<file path="config.mk">
export PLATFORM = sky130hd
export DESIGN_NAME = counter_btn_controller
export DESIGN_NICKNAME = d
export VERILOG_FILES = /design/src/rtl/counter_btn_controller_pkg.sv /design/src/rtl/counter_btn_controller_btn_debounce.sv /design/src/rtl/counter_btn_controller.sv
export SDC_FILE = /design/constraint.sdc
export NUM_CORES = 1
export LEC_CHECK = 0
export ABC_AREA = 1
export CAP_MARGIN = 20
export CORE_MARGIN = 2
export CORE_UTILIZATION = 50
export CTS_CLUSTER_SIZE = 8
export DETAILED_ROUTE_END_ITERATION = 16
export PLACE_DENSITY = 0.69
export SYNTH_ARGS = -nofsm -noshare
export SYNTH_HDL_FRONTEND = slang
export SYNTH_SLANG_ARGS = --single-unit
export TNS_END_PERCENT = 30
</file>
<file path="constraint.sdc">
create_clock -name clk -period 1.3 [get_ports clk]
set_input_delay 0.26 -clock clk [delete_from_list [all_inputs] [get_ports clk]]
set_output_delay 0.26 -clock clk [all_outputs]
set_load 0.1 [all_outputs]
</file>
<file path="src/rtl/counter_btn_controller_pkg.sv">
// Shared encodings for the counter push-button controller.
package counter_btn_controller_pkg;

    // Controller state, also driven out on o_state.
    typedef enum logic [1:0] {
        ST_STOP  = 2'b00,
        ST_RUN   = 2'b01,
        ST_CLEAR = 2'b10
    } state_e;

    // Count direction after reset: up.
    localparam logic UPDOWN_RESET = 1'b1;

endpackage

</file>
<file path="src/rtl/counter_btn_controller_btn_debounce.sv">
// One button front end: synchroniser, stability debouncer and press-pulse generator.
// A button that is already held when reset is released does not produce a press;
// it has to be seen released at least once before a press is accepted.
module btn_debounce
    import counter_btn_controller_pkg::*;
#(
    parameter int SYNC_STAGES     = 2,
    parameter int DEBOUNCE_CYCLES = 1_000_000
) (
    input  logic clk,
    input  logic reset,
    input  logic i_btn,
    output logic o_level,
    output logic o_press
);

    localparam int CNT_W = (DEBOUNCE_CYCLES > 1) ? $clog2(DEBOUNCE_CYCLES) : 1;
    localparam logic [CNT_W-1:0] CNT_LAST = CNT_W'(DEBOUNCE_CYCLES - 1);

    logic [SYNC_STAGES-1:0] sync_q, sync_d;
    logic [SYNC_STAGES-1:0] vld_q, vld_d;
    logic [CNT_W-1:0]       cnt_q, cnt_d;
    logic                   level_q, level_d;
    logic                   level_dly_q, level_dly_d;
    logic                   armed_q, armed_d;
    logic                   press_q, press_d;
    logic                   s_lvl;
    logic                   s_vld;

    assign s_lvl = sync_q[SYNC_STAGES-1];
    // vld marks when the synchroniser holds a real sample rather than reset zeros
    assign s_vld = vld_q[SYNC_STAGES-1];

    // Next-state logic: sync shift, stability counter, level update, edge detect
    always_comb begin
        sync_d      = {sync_q[SYNC_STAGES-2:0], i_btn};
        vld_d       = {vld_q[SYNC_STAGES-2:0], 1'b1};
        cnt_d       = cnt_q;
        level_d     = level_q;
        if (s_lvl == level_q) begin
            cnt_d = '0;
        end else if (cnt_q == CNT_LAST) begin
            level_d = s_lvl;
            cnt_d   = '0;
        end else begin
            cnt_d = cnt_q + CNT_W'(1);
        end
        level_dly_d = level_q;
        armed_d     = armed_q | (s_vld & ~s_lvl & ~level_q);
        press_d     = level_q & ~level_dly_q & armed_q;
    end

    // State registers, all cleared by reset
    always_ff @(posedge clk or negedge reset) begin
        if (!reset) begin
            sync_q      <= '0;
            vld_q       <= '0;
            cnt_q       <= '0;
            level_q     <= 1'b0;
            level_dly_q <= 1'b0;
            armed_q     <= 1'b0;
            press_q     <= 1'b0;
        end else begin
            sync_q      <= sync_d;
            vld_q       <= vld_d;
            cnt_q       <= cnt_d;
            level_q     <= level_d;
            level_dly_q <= level_dly_d;
            armed_q     <= armed_d;
            press_q     <= press_d;
        end
    end

    assign o_level = level_q;
    assign o_press = press_q;

endmodule

</file>
<file path="src/rtl/counter_btn_controller.sv">
// Run/clear/direction sequencer for the 0..9999 up/down counter.
//
//   state    | meaning
//   ---------+--------------------------------------------------------------
//   ST_STOP  | counter halted; run/clear presses accepted, mode toggles dir
//   ST_RUN   | counter enabled; only a run press (stop) is accepted
//   ST_CLEAR | clear request held until the next i_tick rising edge
//   2'b11    | illegal, recovers to ST_STOP on the next clk
module counter_btn_controller
    import counter_btn_controller_pkg::*;
#(
    parameter int DEBOUNCE_CYCLES = 1_000_000,
    parameter int SYNC_STAGES     = 2
) (
    input  logic       clk,
    input  logic       reset,
    input  logic       btn_run,
    input  logic       btn_clear,
    input  logic       btn_mode,
    input  logic       i_tick,
    output logic       o_run,
    output logic       o_clear,
    output logic       o_updown,
    output logic [1:0] o_state
);

    logic       run_p, clear_p, mode_p;
    logic [2:0] unused_btn_level;

    btn_debounce #(.SYNC_STAGES(SYNC_STAGES), .DEBOUNCE_CYCLES(DEBOUNCE_CYCLES)) u_db_run (
        .clk     (clk),
        .reset   (reset),
        .i_btn   (btn_run),
        .o_level (unused_btn_level[0]),
        .o_press (run_p)
    );

    btn_debounce #(.SYNC_STAGES(SYNC_STAGES), .DEBOUNCE_CYCLES(DEBOUNCE_CYCLES)) u_db_clear (
        .clk     (clk),
        .reset   (reset),
        .i_btn   (btn_clear),
        .o_level (unused_btn_level[1]),
        .o_press (clear_p)
    );

    btn_debounce #(.SYNC_STAGES(SYNC_STAGES), .DEBOUNCE_CYCLES(DEBOUNCE_CYCLES)) u_db_mode (
        .clk     (clk),
        .reset   (reset),
        .i_btn   (btn_mode),
        .o_level (unused_btn_level[2]),
        .o_press (mode_p)
    );

    state_e state_q, state_d;
    logic   run_q, run_d;
    logic   clear_q, clear_d;
    logic   updown_q, updown_d;
    logic   tick_dly_q;
    logic   tick_rise;

    assign tick_rise = i_tick & ~tick_dly_q;

    // Transition logic; outputs are decoded from the next state so they register with it
    always_comb begin
        state_d  = state_q;
        updown_d = updown_q;
        case (state_q)
            ST_STOP: begin
                if (clear_p) begin
                    state_d = ST_CLEAR;
                end else if (run_p) begin
                    state_d = ST_RUN;
                end
                if (mode_p) begin
                    updown_d = ~updown_q;
                end
            end
            ST_RUN: begin
                if (run_p) begin
                    state_d = ST_STOP;
                end
            end
            ST_CLEAR: begin
                if (tick_rise) begin
                    state_d = ST_STOP;
                end
            end
            default: state_d = ST_STOP;
        endcase
        run_d   = (state_d == ST_RUN);
        clear_d = (state_d == ST_CLEAR);
    end

    // State, registered outputs and tick history
    always_ff @(posedge clk or negedge reset) begin
        if (!reset) begin
            state_q    <= ST_STOP;
            run_q      <= 1'b0;
            clear_q    <= 1'b0;
            updown_q   <= UPDOWN_RESET;
            tick_dly_q <= 1'b0;
        end else begin
            state_q    <= state_d;
            run_q      <= run_d;
            clear_q    <= clear_d;
            updown_q   <= updown_d;
            tick_dly_q <= i_tick;
        end
    end

    assign o_run    = run_q;
    assign o_clear  = clear_q;
    assign o_updown = updown_q;
    assign o_state  = state_q;

endmodule
</file>
; Word level (Yosys, flattened, before mapping)
; Index checks and enable logic that the tools add are counted.
; Widths: inputs -> output; s select.
[op_classes]
n_eq_ne = 10
div = 0
muxes = 11
n_lt_le_gt_ge = 0
bitwise_logic = 30
multipliers = 0
shift = 0
addsub = 3
n_reduce_logical = 5
[ops]
columns = operator, n
row1 = $mux 20, 6
row2 = $add 20x1->20 const B, 3
row3 = $eq 20x20->1 const B, 3
row4 = $not 1->1, 14
row5 = $and 1x1->1, 13
row6 = $mux 2, 4
row7 = $reduce_and 2->1, 4
row8 = $pmux 2 s3, 1
row9 = $eq 2x1->1 const B, 2
row10 = $eq 2x2->1 const B, 2
row11 = $eq 1x1->1, 3
row12 = $or 1x1->1, 3
row13 = $logic_not 2->1, 1
[totals]
mem_count = 0
wordCells = 85
output_inout_bits = 5
latch_bits = 0
ramBits = 0
ff_bits = 90
in_bits = 6
romBits = 0

; Longest topological paths before layout
; Gate-level depths: netlist of the first run.
[logic_depth]
word_depth = 5
depth_mapped = 8
depth_no_buf = 8

; Cells and area by module
; From an unflattened synthesis of the first run, not the netlist that was laid out.
[unflattened]
cells_unflattened = 550
hier_area_um2 = 4544.4
[by_module_without_submodules]
columns = module, area_each_um2, cells_each, seq_area_each_um2, instances
row1 = btn_debounce, 1438.9, 175, 700.7, 3
row2 = counter_btn_controller, 227.7, 25, 151.4, 1

; Worst setup path before layout of the first run
; Ideal clock, no wire load.
[synth_timing]
path_kind = register -> register
startpoint = reg state_q[0] (netlist: o_state[0])
endpoint = reg clear_q (netlist: o_clear)
required_time_ps = 1137
n_path_buf = 0
arrival_time_ps = 1257
setup_ps = 163
synth_period_minus_slack_ps = 1420
path_stages_with_launch = 4
slack_ps = -120
path_cell_list = dfrtp_1 -> nor2_1 -> nand2_1 -> o31ai_1
[synth_via]
elab_chain_cells = 4
elab_cells_between_ends = 9
classes_between = 3 x eq/ne / 5 x mux / 1 x reduce/logical
[synth_rtl]
columns = item, line
row1 = start: declaration, counter_btn_controller.sv:54  ; state_e state_q, state_d;
row2 = start signal: assignment, counter_btn_controller.sv:103  ; state_q <= state_d;
row3 = $mux 2, counter_btn_controller.sv:71  ; end else if (run_p) begin
row4 = $mux 2, counter_btn_controller.sv:69  ; if (clear_p) begin
row5 = $pmux 2 s3 (*), counter_btn_controller.sv:67  ; case (state_q)
row6 = $eq 2x2->1 (*), counter_btn_controller.sv:91  ; clear_d = (state_d == ST_CLEAR);
row7 = via clear_d, counter_btn_controller.sv:56  ; logic clear_q, clear_d;
row8 = end signal: assignment, counter_btn_controller.sv:105  ; clear_q <= clear_d;
row9 = end: declaration, counter_btn_controller.sv:56
; The timed path passes the listed nets; every way through them passes the cells marked *.
; A chain may end at the register's enable or synchronous reset.

; Worst setup path in the final report of the first run
[layout_timing]
startpoint = reg updown_q (netlist: o_updown)
endpoint = out o_updown
[layout_rtl]
columns = item, line
row1 = start: declaration, counter_btn_controller.sv:57  ; logic updown_q, updown_d;
row2 = start signal: assignment, counter_btn_controller.sv:106  ; updown_q <= updown_d;
row3 = end: declaration, counter_btn_controller.sv:23  ; output logic o_updown,
; No word-level cell between the ends.

==> key figures, run 1 <==
Timing
  – Max Freq: 0.733 GHz
  – # setup viols final: 5
  – Crit path time final: 1.36 ns
  – RSZ-0062 raised after global routing: true
  – Setup_tns: -0.131 ns
  – Final hold viol count: 0
  – Max Slew Vio Count: 0
  – Final hold slack: 0.331 ns
  – Final setup margin: -0.0648 ns
  – Clock skew: 0.0139 ns
  – Tcrit/Tclk final: 105%

Die
  – Die extent in x: 97.7 um
  – Total core area: 8640 um2
  – Die area: 9540 um2
  – Initial Util: 50.8%
  – Top Ports: 11
  – Die span in y: 97.7 um
  – Rows: 34

Global route
  – Total gr overflow: 0
  – Antenna violations before repair: 0
  – Global-route wire length before repair: 16000 um
  – Largest net degree at the start of global routing: 41
  – GRT Overall Usage: 20.5%
  – Vias in the first global route: 3432

Synth
  – Post-Syn Nets: 557
  – #FFs+latches synth: 86
  – Mux share of post-synthesis cell area: 0%
  – Synth Instances: 548
  – Synthesis Warnings: 0
  – Compound-Gate Fraction of Synth Area: 3.48%
  – Average size of a mapped cell: 8.01 um2
  – Synth Area in Simple Gates: 35.0%
  – Top cell type's share of synthesized area: 48.5%
  – Synth Area in XOR/XNOR: 6.59%
  – Synthesized cell area: 4390 um2
  – Post-synth top area cell: dfrtp_1
  – Synth top area cells: dfrtp_1 (48%), nor2_1 (12%), nand2_1 (9.0%)
  – Synth cell types: 30
  – Sequential share of the synthesized area: 49.1%
  – Largest family of logic cells by synthesized area: simple AND/OR/NAND/NOR gates
  – Adder-cell area share of the yosys netlist: 0.855%

Pwr
  – Total power: 4.68 mW
  – Leak: 2.47 nW
  – Pwr per Cell Area: 826 nW/um2
  – Peak supply drop: 0.669 mV

Worst setup path
  – Worst path slowest cell: dfstp_2
  – Worst EP required: 1.04 ns
  – Worst-path cell chain: buf_12
  – R2r startpoint: u_db_mode.cnt_q[1]
  – Startpoint class of the critical path: register
  – CP top delay family: flip-flops
  – WP data arrival: 1.10 ns
  – R2R Setup Slk: -0.05 ns
  – Critical Path Start: o_updown
  – Worst setup EP type: primary output
  – Kind of critical path: reg -> out
  – Max incr delay on CP: 0.57 ns
  – Buf+Inv Stages, Crit Path: 1
  – Peak fanout along the critical path: 2

Finish
  – Layout Cells excl Fill: 737
  – N_diodes: 0
  – Most frequent cells in the layout: nor2_1 (111), nand2_1 (92), dfrtp_1 (69)
  – Leading cell type in the layout, fill and taps excluded: nor2_1
  – Final #Nets: 633
  – Final core occ: 65.6%
  – Layout cells sized above 1: 29.6%
  – Synth-to-Final Area Change: 29.1%

Drt
  – DRC: 0
  – WL final: 9790 um
  – First DRT Iteration DRCs: 168
  – Via-per-instance ratio: 5.07
  – Router iterations before antenna repair: 5
  – Final ANT Viol Nets: 0
  – DR WL/cell: 13.3 um
  – Routed via count: 3740

CTS
  – H-tree depth: 3
  – CTS tree: done
  – Clk sinks: 86
  – Clk buf depth: 2
  – CTS root buffer: clkbuf_8
  – Clock-pin slew on the worst setup and hold paths: 0.10 ns
  – Clk_lat worst skew: 0.35 ns
  – CTS buffer count: 9

Job
  – Max Cap Viol: 0

Run status
  – Status: complete, but fails checks
  – Violated checks: negative setup slack

Place
  – Inst Count DP: 699
  – Gpl congestion: 0.928
  – Input/output buffers: 10
  – Final HPWL DP: 6500 um

Min path
  – Worst hold path type: in -> async
[logic make-up after synthesis]
group | count (synthesis)
AOI/OAI and AO/OA | 25
DFF | 86
buffers and inverters | 58
adders and majority gates | 3
xor gates and xnor gates | 33
other | 1
and+or+nand+nor | 342
[sequential cells by signal, indices dropped and copies added, names as in the netlist, 2 cells and up]
signal,flops
u_db_mode.cnt_q,20
u_db_run.sync_q,2
u_db_mode.sync_q,2
o_state,2
u_db_run.cnt_q,20
u_db_clear.sync_q,2
u_db_clear.cnt_q,20
[power by group]
part | internal, mW | switching (mW)
clock network | 0.705 | 0.987
registers | 2.71 | 0.0338
logic | 0.0990 | 0.146
[final cells by class]
type                    instances  area, um2
fillers                       703       2970
multi-input cells             404       2360
flip-flops and latches         86       2170
repair buffers                 68        622
inverters                      55        206
well taps                     108        135
clock buffers                  10        128
clock inverters                 6       45.0
[final timing paths]
check | end | depth (start not counted)
max in group asynchronous | u_db_clear.cnt_q[2] | 3
worst min register to register | u_db_run.sync_q[1] | 0
worst max-delay path | o_updown | 1
worst min-delay path | u_db_run.cnt_q[15] | 2
worst max register to register | u_db_mode.cnt_q[9] | 7
min in group clk | u_db_run.sync_q[1] | 0
[synth_stat cells]
cell type / count
and2_1: 3
nand4_1: 10
nand3_4: 1
nor3_1: 5
dfstp_2: 1
nand3_1: 40
nand2_2: 9
nand2_1: 105
a211oi_1: 2
nor2_1: 142
xnor2_1: 12
dfrtp_1: 85
nand2_4: 1
nand3b_1: 2
nor2_2: 9
o21bai_1: 7
xor2_1: 21
o21ai_0: 1
ha_1: 3
nor3b_1: 1
nand3_2: 5
or2_1: 3
inv_2: 1
o21ai_1: 4
a21oi_1: 9
nor2_4: 6
inv_1: 54
conb_1: 1
clkbuf_1: 3
o31ai_1: 2
[per-stage QoR]
step / worst slack (ns) / instance area (um2)
2_1_floorplan: 0.0442 / 4390
3_3_place_gp: -0.0130 / 4960
3_5_place_dp: -0.0524 / 4960
4_1_cts: -0.0786 / 5240
5_1_grt: -0.116 / 5670
6_report: -0.0648 / 5670
[what timing repair did]
item,CTS,global route
resized for setup,20,85
setup buffers,2,19
hold buffers,1,0
hold endpoints to repair,19,0
pin swaps,4,45
endpoints found under the setup margin,29,53
cloned,0,0
[routing by layer]
metal | wire [um] | vias up | global-route usage [%]
met5 | 0 | - | 0
met4 | 133 | 0 | 5.34
met3 | 322 | 10 | 3.96
met2 | 4780 | 83 | 32.4
met1 | 4560 | 1782 | 29.4
li1 | - | 1865 | -
Note: power is estimated with default switching activity, not from simulation.
==> run 2, diff against run 1 <==
--- a/config.mk
+++ b/config.mk
@@ -9,7 +9,6 @@
 export CAP_MARGIN = 20
 export CORE_MARGIN = 2
 export CORE_UTILIZATION = 50
-export CTS_CLUSTER_SIZE = 8
 export DETAILED_ROUTE_END_ITERATION = 16
 export PLACE_DENSITY = 0.69
 export SYNTH_ARGS = -nofsm -noshare
==> results of run 2 <==
The final DEF is identical to that of run 1; final timing and power are the same.
